**config.mk**
```make
export PLATFORM = sky130hd
export DESIGN_NAME = mac_tx_arbiter
export DESIGN_NICKNAME = d
export VERILOG_FILES = /design/src/rtl/mac_tx_arbiter.sv
export SDC_FILE = /design/constraint.sdc
export NUM_CORES = 1
export LEC_CHECK = 0
export CAP_MARGIN = 20
export CORE_MARGIN = 5
export CORE_UTILIZATION = 50
export CTS_CLUSTER_SIZE = 28
export DETAILED_ROUTE_END_ITERATION = 8
export PLACE_DENSITY = 0.88
export SETUP_SLACK_MARGIN = 0.5
export SKIP_LAST_GASP = 1
export SYNTH_ARGS = -nofsm -noshare
export SYNTH_HDL_FRONTEND = slang
export SYNTH_SLANG_ARGS = --single-unit
export TNS_END_PERCENT = 100
```
**constraint.sdc**
```tcl
create_clock -name clk -period 3.9 [get_ports clk]
set_clock_uncertainty 0.05 [all_clocks]
set_input_delay 0.78 -clock clk [delete_from_list [all_inputs] [get_ports clk]]
set_output_delay 0.78 -clock clk [all_outputs]
set_load 0.005 [all_outputs]
```
**src/rtl/mac_tx_arbiter.sv**
```systemverilog
`default_nettype none
// ============================================================================
// mac_tx_arbiter : round-robin, whole-frame arbiter for the MAC TX byte path,
//                  with zero padding to MIN_LEN and a forced inter-frame gap.
// Revision       : 1.0
// ============================================================================
module mac_tx_arbiter #(
  parameter int NUM_REQ    = 2,
  parameter int MIN_LEN    = 60,
  parameter int IFG_CYCLES = 12
) (
  input  logic                 clk,
  input  logic                 reset,
  input  logic [NUM_REQ-1:0]   req,
  input  logic [8*NUM_REQ-1:0] in_data,
  input  logic [NUM_REQ-1:0]   in_valid,
  input  logic [NUM_REQ-1:0]   in_last,
  output logic [NUM_REQ-1:0]   in_ready,
  output logic [NUM_REQ-1:0]   grant,
  output logic [7:0]           tx_data,
  output logic                 tx_valid,
  output logic                 tx_last,
  input  logic                 tx_ready
);

  localparam int c_IDX_W = (NUM_REQ > 1) ? $clog2(NUM_REQ) : 1;
  localparam int c_CNT_W = $clog2(MIN_LEN + 1);
  localparam int c_IFG_W = (IFG_CYCLES > 1) ? $clog2(IFG_CYCLES) : 1;

  typedef enum logic [1:0] {
    S_IDLE = 2'd0,
    S_XFER = 2'd1,
    S_PAD  = 2'd2,
    S_IFG  = 2'd3
  } state_t;

  state_t               r_state,    w_state_nxt;
  logic [NUM_REQ-1:0]   r_grant,    w_grant_nxt;
  logic [c_IDX_W-1:0]   r_gidx,     w_gidx_nxt;
  logic [c_IDX_W-1:0]   r_rr_ptr,   w_rr_ptr_nxt;
  logic [c_CNT_W-1:0]   r_byte_cnt, w_byte_cnt_nxt;
  logic [c_IFG_W-1:0]   r_ifg_cnt,  w_ifg_cnt_nxt;

  logic                 w_found;
  logic [c_IDX_W-1:0]   w_win;
  logic [c_IDX_W-1:0]   w_scan;
  logic                 w_hs;
  logic                 w_cnt_at_end;
  logic [c_CNT_W-1:0]   w_cnt_inc;

  // First requester at or after rr_ptr, wrapping around.
  always_comb begin
    w_found = 1'b0;
    w_win   = '0;
    w_scan  = '0;
    for (int k = 0; k < NUM_REQ; k++) begin
      w_scan = c_IDX_W'((int'(r_rr_ptr) + k) % NUM_REQ);
      if (!w_found && req[w_scan]) begin
        w_found = 1'b1;
        w_win   = w_scan;
      end
    end
  end

  assign w_cnt_at_end = (int'(r_byte_cnt) + 1 >= MIN_LEN);
  assign w_cnt_inc    = (int'(r_byte_cnt) >= MIN_LEN) ? r_byte_cnt : r_byte_cnt + 1'b1;
  assign grant        = r_grant;

  always_comb begin
    w_state_nxt    = r_state;
    w_grant_nxt    = r_grant;
    w_gidx_nxt     = r_gidx;
    w_rr_ptr_nxt   = r_rr_ptr;
    w_byte_cnt_nxt = r_byte_cnt;
    w_ifg_cnt_nxt  = r_ifg_cnt;
    w_hs           = 1'b0;
    in_ready       = '0;
    tx_data        = 8'h00;
    tx_valid       = 1'b0;
    tx_last        = 1'b0;

    case (r_state)
      S_IDLE: begin
        if (w_found) begin
          w_grant_nxt    = NUM_REQ'(1) << w_win;
          w_gidx_nxt     = w_win;
          w_rr_ptr_nxt   = c_IDX_W'((int'(w_win) + 1) % NUM_REQ);
          w_byte_cnt_nxt = '0;
          w_state_nxt    = S_XFER;
        end
      end

      S_XFER: begin
        tx_data          = in_data[int'(r_gidx)*8 +: 8];
        tx_valid         = in_valid[r_gidx];
        tx_last          = in_valid[r_gidx] & in_last[r_gidx] & w_cnt_at_end;
        in_ready[r_gidx] = tx_ready;
        w_hs             = in_valid[r_gidx] & tx_ready;
        if (w_hs) begin
          w_byte_cnt_nxt = w_cnt_inc;
          if (in_last[r_gidx]) begin
            if (w_cnt_at_end) begin
              w_grant_nxt   = '0;
              w_ifg_cnt_nxt = c_IFG_W'(IFG_CYCLES - 1);
              w_state_nxt   = S_IFG;
            end else begin
              w_state_nxt   = S_PAD;
            end
          end
        end
      end

      S_PAD: begin
        tx_valid = 1'b1;
        tx_last  = w_cnt_at_end;
        w_hs     = tx_ready;
        if (w_hs) begin
          w_byte_cnt_nxt = w_cnt_inc;
          if (w_cnt_at_end) begin
            w_grant_nxt   = '0;
            w_ifg_cnt_nxt = c_IFG_W'(IFG_CYCLES - 1);
            w_state_nxt   = S_IFG;
          end
        end
      end

      S_IFG: begin
        // One cycle short here: the IDLE arbitration cycle completes the gap.
        if (r_ifg_cnt <= c_IFG_W'(1)) begin
          w_state_nxt = S_IDLE;
        end else begin
          w_ifg_cnt_nxt = r_ifg_cnt - 1'b1;
        end
      end

      default: begin
        w_state_nxt = S_IDLE;
        w_grant_nxt = '0;
      end
    endcase
  end

  always_ff @(posedge clk or posedge reset) begin
    if (reset) begin
      r_state    <= S_IDLE;
      r_grant    <= '0;
      r_gidx     <= '0;
      r_rr_ptr   <= '0;
      r_byte_cnt <= '0;
      r_ifg_cnt  <= '0;
    end else begin
      r_state    <= w_state_nxt;
      r_grant    <= w_grant_nxt;
      r_gidx     <= w_gidx_nxt;
      r_rr_ptr   <= w_rr_ptr_nxt;
      r_byte_cnt <= w_byte_cnt_nxt;
      r_ifg_cnt  <= w_ifg_cnt_nxt;
    end
  end

endmodule
`default_nettype wire

```
==> Word-level counts from Yosys, hierarchy flattened <==
Index checks and enable logic that the tools add are counted.
{ "classes": {"bitwise_logic": 4, "mux": 43, "eq_ne": 10, "addsub": 5, "magnitude_cmp": 7, "shifts": 2, "reduce_logical": 11} }
{ "op_table": {"columns": ["cell", "n"], "rows": [
  ["2-bit two-way mux", 12],
  ["6-bit two-way mux", 4],
  ["4-bit two-way mux", 5],
  ["6-bit one-hot mux with 3 select lines", 1],
  ["16-bit by 5-bit indexed part select with 8-bit output", 1],
  ["1-bit two-way mux", 14],
  ["2-bit != test (second input constant)", 7],
  ["4-bit one-hot mux with 3 select lines", 1],
  ["5-bit AND reduction", 2],
  ["8-bit two-way mux", 1],
  ["2-bit one-hot mux with 4 select lines", 1],
  ["6-bit by 1-bit adder with 7-bit output (second input constant)", 1],
  ["7-bit by 6-bit greater-or-equal comparator with 1-bit output (second input constant)", 1],
  ["6-bit by 1-bit adder with 6-bit output (second input constant)", 1],
  ["6-bit greater-or-equal comparator (second input constant)", 1],
  ["1-bit by 2-bit less-than comparator with 1-bit output (second input constant)", 3],
  ["2-bit one-hot mux with 3 select lines", 1],
  ["6-bit AND reduction", 1],
  ["3-bit nonzero test", 2],
  ["2-bit == test (second input constant)", 2],
  ["4-bit by 1-bit <= comparator with 1-bit output (second input constant)", 1],
  ["1-bit one-hot mux with 2 select lines", 2],
  ["4-bit AND reduction", 1],
  ["4-bit by 1-bit subtractor with 4-bit output (second input constant)", 1],
  ["11 further kinds", 15]
]} }
{ "word_totals": {"regBits": 16, "wordCells": 88} }

==> Longest topological paths before layout <==
Gate-level depths: netlist (run 1).
{ "depth": {"ltp_word": 9, "depth_mapped": 8} }

==> Worst setup path after synthesis (run 1) <==
OpenSTA, ideal clock, no wires.
{ "synth_timing": {"kind": "register -> output", "startpoint": "register r_byte_cnt[0]", "endpoint": "output port tx_last", "setup_slack_ns": 1.420, "path_stages_with_launch": 6, "t_arrival_ns": 1.650, "required_time_ns": 3.070, "path_buffers": 0, "cell_sequence": "dfrtp_1 -> ha_1 -> nand4b_1 -> o221ai_1 -> nand3_1 -> a2111oi_0"} }
{ "synth_via": {"elab_chain_cells": 4} }
{ "synth_rtl": {"columns": ["item", "line", "text"], "rows": [
  ["start: declaration", "41", "logic [c_CNT_W-1:0] r_byte_cnt, w_byte_cnt_nxt;"],
  ["start signal: assignment", "156", "r_byte_cnt <= w_byte_cnt_nxt;"],
  ["6-bit by 1-bit adder with 7-bit output (*)", "65", "assign w_cnt_at_end = (int'(r_byte_cnt) + 1 >= MIN_LEN);"],
  ["7-bit by 6-bit greater-or-equal comparator with 1-bit output (*)", "65", null],
  ["1-bit AND", "96", "tx_last = in_valid[r_gidx] & in_last[r_gidx] & w_cnt_at_end;"],
  ["1-bit one-hot mux with 2 select lines (*)", "82", "case (r_state)"],
  ["end: declaration", "22", "output logic tx_last,"]
]} }
Mark *: on every way between the ends. The rest lies on a longest branch, timed or not.

==> Worst setup path in the final report (run 1) <==
Ends and elaborated chain as after synthesis.

==> key figures, run 1 <==
Worst setup path
  – Flop2flop setup slack: 1340 ps
  – Worst EP arrival: 2340 ps
  – Crit path capture: tx_last
  – R2R Path Start: r_state[1]$_DFFE_PP0P_
  – CP Class: reg -> out
  – R2R depth: 7
  – CP Data Required Time: 3070 ps
  – Crit path capture type: output port
  – Critical path launch point: r_byte_cnt[0]$_DFFE_PP0P_
  – Max FO, Critical Path: 6
  – Kind of launch point of the worst setup path: register
  – FF-to-FF End: r_byte_cnt[0]$_DFFE_PP0P_

Pwr
  – Peak VDD IR: 0.000460 V
  – Power density cells: 691 nW/um^2
  – Pleak: 0.734 nW

Routing
  – Vias: 1220
  – Drt via density: 5.89
  – Starting DRT DRC Count: 71
  – Routed Antenna Nets: 0
  – Detailed-route DRC error count: 0
  – DRT Wirelength: 3380 um
  – First-pass DRT Iterations: 6
  – Routed length per instance: 16.3 um

CTS
  – Post-CTS Setup Inserts: 0
  – CTS tree: built
  – Clock transition at path regs: 110 ps
  – CTS sink cnt: 16
  – Clock Path Buffers: 2
  – Root Driver: clkbuf_4
  – Max H-tree Level: 1
  – Worst-skew pair later-pin latency: 310 ps
  – Cts bufs inserted: 3

STA
  – Slew HR: 54.7%
  – RSZ-0062 raised after global routing: false
  – Worst setup margin: 733 ps
  – Final Setup Violations: 0
  – Final Slew Violations: 0
  – Minimum clock period after layout: 3170 ps
  – Setup TNS: 0 ps
  – FMAX: 316 MHz
  – Final hold vios: 0
  – Worst Tran Pin Value: 680 ps
  – Ratio of final minimum period to clock period: 81.2%

Logic synthesis
  – Register area share after synthesis: 32.2%
  – Predominant post-synthesis flop cell: dfrtp_1
  – Area leader, netlist: dfrtp_1
  – Top post-synthesis cells by area: dfrtp_1 (32%), ha_1 (8.0%), mux2i_1 (8.0%)
  – Post-synth ARST share: 100%
  – Yosys warns: 0
  – Cell Area, Synth: 1240 sq um
  – Commonest cells in the netlist: dfrtp_1 (16), inv_1 (14), nand2_1 (14)
  – Top-count cell post-synth: dfrtp_1
  – Post-Syn Nets: 173
  – EDFF count, synth: 0
  – Synthesized area per cell: 8.88 sq um
  – Cells after Synth: 140
  – Yosys top cell area share: 32.2%
  – Post-synth cell types: 43
  – Seq cells post-synth: 16

Min path
  – WHS Path Cells: 2
  – Type of the most critical hold path: reg -> reg

Job
  – Max-cap violations: 0

Floorplan
  – Die area: 3590 sq um
  – Die W: 59.9 um
  – Core region area: 2430 sq um
  – FP Rows: 18
  – DIE HEIGHT: 59.9 um
  – Num ports: 39
  – Initial Util: 51.1%

Global routing
  – Initial antenna violation count: 0
  – Largest net degree at the start of global routing: 18
  – Tot GR Track Use: 21.4%
  – Global route overflow: 0
  – Vias in the first global route: 1231
  – Wire length of the first global-routing pass: 5710 um

Layout
  – Fraction of layout cells with a size suffix above 1: 8.47%
  – Nets: 211
  – Fillcell total: 187
  – Fin cells: 207
  – Finished layout cell area: 1680 sq um
  – Layout area overhead: 34.7%
  – Diodes inserted: 0

Placed design
  – GP Congestion: 0.830
  – Worst slack, placed: 514 ps
  – IO Port Bufs: 38
  – Placed cell area: 1630 sq um
  – Placed cells: 203
  – DP Wirelength: 2640 um

Status
  – Status: complete, no violations
critical path: stages (launching register included):
cell           delay [ps]
dfrtp_1               440
ha_1                  290
nand4b_1              190
o221ai_1              230
nand3_2               190
a2111oi_1             400
dlygate4sd2_1         300
placed cells by master (no fill, tap or decap), types with 2 or more instances in the layout:
cell type / netlist / final
nand3_1: 4 / 3
dfrtp_1: 16 / 16
nand2_1: 14 / 14
a21o_1: 2 / 2
clkbuf_4: 0 / 3
a31oi_1: 2 / 2
o221ai_1: 2 / 2
a22o_1: 3 / 3
nor2b_1: 8 / 8
o21ai_0: 8 / 8
mux2i_1: 10 / 10
inv_1: 14 / 14
ha_1: 8 / 8
nand4_1: 2 / 2
and2_1: 2 / 2
a21oi_1: 10 / 10
nor2_1: 4 / 4
clkdlybuf4s50_1: 0 / 37
and3_1: 3 / 3
final cells by class:
type                            count  area, sq um  area share (%)
Multi-Input combinational cell    104          766            45.7
Sequential cell                    16          400            23.9
Timing Repair Buffer               38          379            22.6
Inverter                           15         56.3            3.36
Tap cell                           30         37.5            2.24
Clock buffer                        4         36.3            2.17
repair_timing:
item / CTS / global route
endpoints found under the setup margin: 1 / 0
resized for setup: 3 / 0
hold buffers: 0 / 0
per-layer routing:
layer	track usage (%)	share of wire (%)	vias to the layer above	routed length [um]
met1	25.3	40	591	1360
met3	6.05	6.1	11	207
met4	6.01	2.1	0	71
li1	-	-	578	-
met5	0	0	-	0
met2	37.3	52	40	1740
how the worst min path moves through the flow:
| stage | startpoint | to | slack [ps] |
|---|---|---|---|
| CTS | grant[0]$_DFFE_PP0P_ | grant[0]$_DFFE_PP0P_ | 490 |
| detailed placement | grant[0]$_DFFE_PP0P_ | grant[0]$_DFFE_PP0P_ | 470 |
| global placement | grant[0]$_DFFE_PP0P_ | grant[0]$_DFFE_PP0P_ | 450 |
| floorplan | r_rr_ptr$_DFFE_PP0P_ | r_rr_ptr$_DFFE_PP0P_ | 450 |
| global route | grant[0]$_DFFE_PP0P_ | grant[0]$_DFFE_PP0P_ | 520 |
| finish | grant[0]$_DFFE_PP0P_ | grant[0]$_DFFE_PP0P_ | 480 |
cell families (layout without fill, tap and decap cells):
group / after synthesis / after routing / share of synthesized area [%]
AND/OR/NAND/NOR: 45 / 45 / 19.9
buffers and inverters: 20 / 57 / 6.74
AO/OA/AOI/OAI: 40 / 40 / 23.9
multiplexers: 11 / 11 / 9.15
flip-flops: 16 / 16 / 32.2
adder cells (fa/ha/maj): 8 / 8 / 8.05
state kept, by name, indices dropped and copies added (netlist names):
signal and flops:
r_gidx 1, r_rr_ptr 1, r_byte_cnt 6, r_ifg_cnt 4, r_state 2, grant 2
power breakdown:
part           internal, mW  switching [mW]
logic                 0.346           0.372
registers             0.232          0.0919
clock network        0.0572          0.0585
total                 0.635           0.522
per-stage QoR:
step	power, mW	util [%]	hold slack, ps
3_5_place_dp	1.04	67.2	471
5_1_grt	1.26	68.9	517
6_report	1.16	68.9	478
2_1_floorplan	0.814	-	446
4_1_cts	1.15	68.9	487
3_3_place_gp	0.991	67.2	451
Note: power is estimated with default switching activity, not from simulation.
==> run 2: changes to the inputs <==
Settings changed: CORE_ASPECT_RATIO set to 0.5, CORE_UTILIZATION 50 to 42, PLACE_DENSITY 0.88 to 0.79.
Clock period 3.9 ns to 2.6 ns, I/O delays scaled along.
==> key figures, run 2 (synthesized netlist as in run 1, its figures left out) <==
Routing
  – Starting DRT DRC Count: 82
  – Detailed-route DRC error count: 0
  – DRT Wirelength: 4060 um
  – Vias: 1350
  – Drt via density: 5.67
  – Routed Antenna Nets: 0
  – Routed length per instance: 17.1 um
  – First-pass DRT Iterations: 4

Floorplan
  – Initial Util: 45.8%
  – Die W: 87.0 um
  – Num ports: 39
  – Core region area: 2720 sq um
  – Die area: 4220 sq um
  – DIE HEIGHT: 48.5 um
  – FP Rows: 13

CTS
  – CTS tree: built
  – # hold bufs at CTS: 0
  – Root Driver: clkbuf_8
  – Clock transition at path regs: 60 ps
  – Clock Path Buffers: 2
  – Worst-skew pair later-pin latency: 260 ps
  – Cts bufs inserted: 3
  – CTS sink cnt: 16
  – Max H-tree Level: 1

Layout
  – Layout area overhead: 62.4%
  – Most common cell after layout, fill and taps aside: clkdlybuf4s50_1
  – Top reg by flops: r_byte_cnt
  – Fillcell total: 165
  – Regs by FF count: r_byte_cnt: 6 flops, r_ifg_cnt: 4 flops
  – Nets: 235
  – Finished Core Util: 74.3%
  – Finished layout cell area: 2020 sq um
  – Diodes inserted: 0
  – Commonest non-fill, non-tap cells in the layout: clkdlybuf4s50_1 (24), buf_4 (19), dfrtp_1 (15)
  – Fraction of layout cells with a size suffix above 1: 34.8%
  – Max reg flops: 6

Pwr
  – Sw frac: 44.1%
  – Sw Pwr: 1.05 mW
  – Power density cells: 1180 nW/um^2
  – Power share of the sequential group: 18.8%
  – Pleak: 0.901 nW
  – Total internal power: 1.33 mW
  – Tot Pwr: 2.39 mW
  – Logic pwr share: 71.7%
  – Clock power frac: 9.5%
  – Peak VDD IR: 0.000467 V

Worst setup path
  – Kind of launch point of the worst setup path: register
  – CP bufs+invs: 1
  – CP max stage delay: 380 ps
  – CP top delay family: compound AO/OA/AOI/OAI gates
  – Worst EP arrival: 1790 ps
  – CP Data Required Time: 2030 ps
  – Critical-path top delay cell: dfrtp_1
  – FF-to-FF End: r_ifg_cnt[2]$_DFFE_PP0P_
  – CP Cell Sequence: ha_2, nand4b_1, o221ai_2, nand3_2, a2111oi_4, buf_2
  – Max FO, Critical Path: 2
  – CP Class: reg -> out
  – R2R depth: 9
  – Flop2flop setup slack: 460 ps
  – Critical path launch point: r_byte_cnt[1]$_DFFE_PP0P_
  – R2R Path Start: r_state[0]$_DFFE_PP0P_
  – Crit path capture type: output port

Job
  – Max-cap violations: 0

Min path
  – Worst Hold End: grant[1]$_DFFE_PP0P_
  – Type of the most critical hold path: reg -> reg
  – WHS Path Cells: 2
  – Hold Crit Start: grant[1]$_DFFE_PP0P_

STA
  – Worst setup margin: 236 ps
  – Slew HR: 58.4%
  – Minimum clock period after layout: 2360 ps
  – Ratio of final minimum period to clock period: 90.9%
  – FMAX: 423 MHz
  – Final Setup Violations: 0
  – Hold slack: 482 ps
  – Final Slew Violations: 0
  – Final hold vios: 0
  – RSZ-0062 raised after global routing: true
  – Worst Tran Pin Value: 623 ps

Global routing
  – Wire length of the first global-routing pass: 5850 um
  – Global route overflow: 0
  – Largest net degree at the start of global routing: 17
  – Initial antenna violation count: 0
  – Tot GR Track Use: 17.2%
  – Vias in the first global route: 1289

Placed design
  – Placed cell area: 1730 sq um
  – IO Port Bufs: 38
  – DP Wirelength: 2580 um
  – Worst slack, placed: -42.5 ps
  – GP Congestion: 0.763

Status
  – Status: complete, no violations
[run 2: per-layer routing]
layer  vias to the layer above  share of wire, %  track usage (%)
li1                        625                 -                -
met1                       661                42             20.3
met2                        57                48             30.5
met3                         7               8.5             5.23
met4                         0               1.1             3.89
met5                         -                 0                0
[run 2: worst max-delay path by stage]
stage,to,slack [ps],cells past startpoint
global route,tx_last,170,6
CTS,tx_last,220,6
global placement,tx_last,-40,6
finish,tx_last,240,6
floorplan,tx_last,500,5
detailed placement,tx_last,-40,6
[run 2: tightest hold or removal path, cell delays in order, from the launching register on]
cell and delay [ps]:
dfrtp_1 380, inv_1 50, o21ai_1 60
[run 2: power groups by stage]
stage                     registers (mW)  logic, mW  clock network (mW)
after detailed placement           0.455       1.19                   0
final                              0.448       1.71               0.227
after CTS                          0.438       1.39               0.228
after global placement             0.450       1.15                   0
after global routing               0.459       1.84               0.241
after floorplan                    0.420      0.825                   0
[run 2: through the flow]
stage	cells	TNS [ps]
3_3_place_gp	219	-35.1
2_1_floorplan	140	0
6_report	238	0
4_1_cts	235	0
5_1_grt	238	0
3_5_place_dp	219	-54.7
[run 2: final cells by class]
cell class,instances,area (sq um),area share (%)
Multi-Input combinational cell,104,936,46.3
Timing Repair Buffer,62,524,26.0
Clock buffer,4,55.1,2.73
Inverter,15,56.3,2.79
Sequential cell,16,402,19.9
Tap cell,37,46.3,2.29
[run 2: repair_timing]
| action | CTS | global route |
|---|---|---|
| setup endpoints to repair | 18 | 24 |
| setup buffers | 12 | 3 |
| gates resized for setup | 32 | 46 |
| pin swaps | 5 | 7 |
==> run 3: changes to the inputs <==
--- a/config.mk
+++ b/config.mk
@@ -13,5 +13,4 @@
 export DETAILED_ROUTE_END_ITERATION = 8
 export PLACE_DENSITY = 0.79
-export SETUP_SLACK_MARGIN = 0.5
 export SKIP_LAST_GASP = 1
 export SYNTH_ARGS = -nofsm -noshare
==> constraint.sdc (replaced) <==
create_clock -name clk -period 2.6 [get_ports clk]
set_clock_uncertainty 0.05 [all_clocks]
set_input_delay 0.52 -clock clk [delete_from_list [all_inputs] [get_ports clk]]
set_output_delay 0.52 -clock clk [all_outputs]
set_load 0.02 [all_outputs]
==> key figures, run 3 (synthesized netlist as in run 1, its figures left out) <==
Status
  – Status: complete, no violations

STA
  – Ratio of final minimum period to clock period: 95.0%
  – Slew HR: 58.6%
  – FMAX: 405 MHz
  – Hold slack: 483 ps
  – Final Slew Violations: 0
  – Worst Tran Pin Value: 621 ps
  – RSZ-0062 raised after global routing: true
  – Minimum clock period after layout: 2470 ps
  – Final Setup Violations: 0
  – Final hold vios: 0

Layout
  – Diodes inserted: 0
  – Fin cells: 226
  – Fillcell total: 223
  – Finished layout cell area: 1810 sq um
  – Commonest non-fill, non-tap cells in the layout: clkdlybuf4s50_1 (26), dfrtp_1 (16), inv_1 (14), nand2_1 (14), buf_4 (13)
  – Max reg flops: 6
  – Fraction of layout cells with a size suffix above 1: 14.8%
  – Top reg by flops: r_byte_cnt
  – Regs by FF count: r_byte_cnt: 6 flops, r_ifg_cnt: 4 flops
  – Nets: 224
  – Most common cell after layout, fill and taps aside: clkdlybuf4s50_1
  – Layout area overhead: 45.3%

Worst setup path
  – Max FO, Critical Path: 2
  – Worst EP arrival: 1900 ps
  – Crit path capture: tx_last
  – Kind of launch point of the worst setup path: register
  – R2R Path Start: r_state[1]$_DFFE_PP0P_
  – CP Data Required Time: 2030 ps
  – Crit path capture type: output port
  – FF-to-FF End: grant[0]$_DFFE_PP0P_
  – Critical path launch point: r_byte_cnt[0]$_DFFE_PP0P_
  – CP Class: reg -> out
  – R2R depth: 8
  – Flop2flop setup slack: 300 ps

Routing
  – WL met3: 306 um
  – Detailed-route DRC error count: 0
  – First-pass DRT Iterations: 5
  – Met1 WL: 1560 um
  – WL met2: 1360 um
  – Routed length per instance: 14.4 um
  – Drt via density: 5.28
  – Top layer in use: met4
  – Routed Antenna Nets: 0
  – DRT Wirelength: 3250 um
  – Starting DRT DRC Count: 46
  – Vias: 1194

CTS
  – Root Driver: clkbuf_8
  – Cts bufs inserted: 3
  – Worst-skew pair later-pin latency: 250 ps
  – Post-CTS Setup Inserts: 0
  – CTS sink cnt: 16
  – Max H-tree Level: 1
  – # hold bufs at CTS: 0
  – Clock Path Buffers: 2
  – CTS tree: built
  – Clock transition at path regs: 70 ps

Pwr
  – Pleak: 0.970 nW
  – Power density cells: 1060 nW/um^2
  – Peak VDD IR: 0.000541 V
  – Tot Pwr: 1.91 mW

Global routing
  – Tot GR Track Use: 15.4%
  – Initial antenna violation count: 0
  – Global route overflow: 0
  – Wire length of the first global-routing pass: 5300 um
  – Largest net degree at the start of global routing: 17
  – Vias in the first global route: 1106

Floorplan
  – DIE HEIGHT: 48.5 um
  – Core region area: 2720 sq um
  – Die area: 4220 sq um
  – Initial Util: 45.8%
  – Num ports: 39
  – Die W: 87.0 um
  – FP Rows: 13

Job
  – Max-cap violations: 0

Placed design
  – IO Port Bufs: 38
  – GP Congestion: 0.779
  – Placed cells: 223
  – DP Wirelength: 2570 um
  – Placed cell area: 1750 sq um

Min path
  – Type of the most critical hold path: reg -> reg
-- run 3: cell types whose count changed in the layout (fill, tap and decap cells not counted), sizes merged --
cell and change:
clkbuf -9, dlymetal6s2s +10, dlygate4sd2 -2, clkdlybuf4s50 +2, buf -13
-- run 3: how the worst min path moves through the flow --
stage,start,endpoint,slack (ps),cells past startpoint
floorplan,reset,grant[0]$_DFFE_PP0P_,380,1
global placement,grant[0]$_DFFE_PP0P_,grant[0]$_DFFE_PP0P_,460,2
detailed placement,r_rr_ptr$_DFFE_PP0P_,r_rr_ptr$_DFFE_PP0P_,470,2
CTS,r_rr_ptr$_DFFE_PP0P_,r_rr_ptr$_DFFE_PP0P_,480,2
global route,r_rr_ptr$_DFFE_PP0P_,r_rr_ptr$_DFFE_PP0P_,520,2
finish,grant[0]$_DFFE_PP0P_,grant[0]$_DFFE_PP0P_,480,2
-- run 3: worst max-delay path, cell delays in order, from the launching register on --
cell	delay, ps
dfrtp_1	380
ha_1	210
nand4b_1	160
o221ai_1	180
nand3_1	150
a2111oi_2	340
clkbuf_2	230
-- run 3: cell type report --
| type | count | area [sq um] | share of cell area [%] |
|---|---|---|---|
| inverters | 15 | 56.3 | 3.12 |
| multi-input cells | 104 | 766 | 42.4 |
| clock buffers | 3 | 41.3 | 2.29 |
| well taps | 37 | 46.3 | 2.56 |
| repair buffers | 51 | 497 | 27.5 |
| flip-flops and latches | 16 | 400 | 22.2 |
-- run 3: power breakdown --
| part | switching, mW | total, mW | internal (mW) |
|---|---|---|---|
| clock | 0.0854 | 0.188 | 0.103 |
| combinational | 0.689 | 1.28 | 0.594 |
| sequential | 0.0861 | 0.436 | 0.350 |
| total | 0.861 | 1.91 | 1.05 |
-- run 3: timing repair --
item | in CTS | in global routing
gates resized for setup | 3 | 12
cloned | 0 | 0
setup endpoints to repair | 2 | 11
-- run 3: through the flow --
stage          util (%)  worst slack [ps]  setup TNS, ps
6_report           66.5               131              0
4_1_cts            65.8             -14.2          -14.2
2_1_floorplan         -               204              0
5_1_grt            66.5             -59.6          -59.6
3_3_place_gp       64.3              -139           -139
3_5_place_dp       64.3              -151           -160
-- run 3: per-layer routing --
metal / up-vias / track usage [%]
li1: 600 / -
met1: 548 / 20.2
met2: 42 / 24.4
met3: 4 / 4.72
met4: 0 / 4.15
met5: - / 0
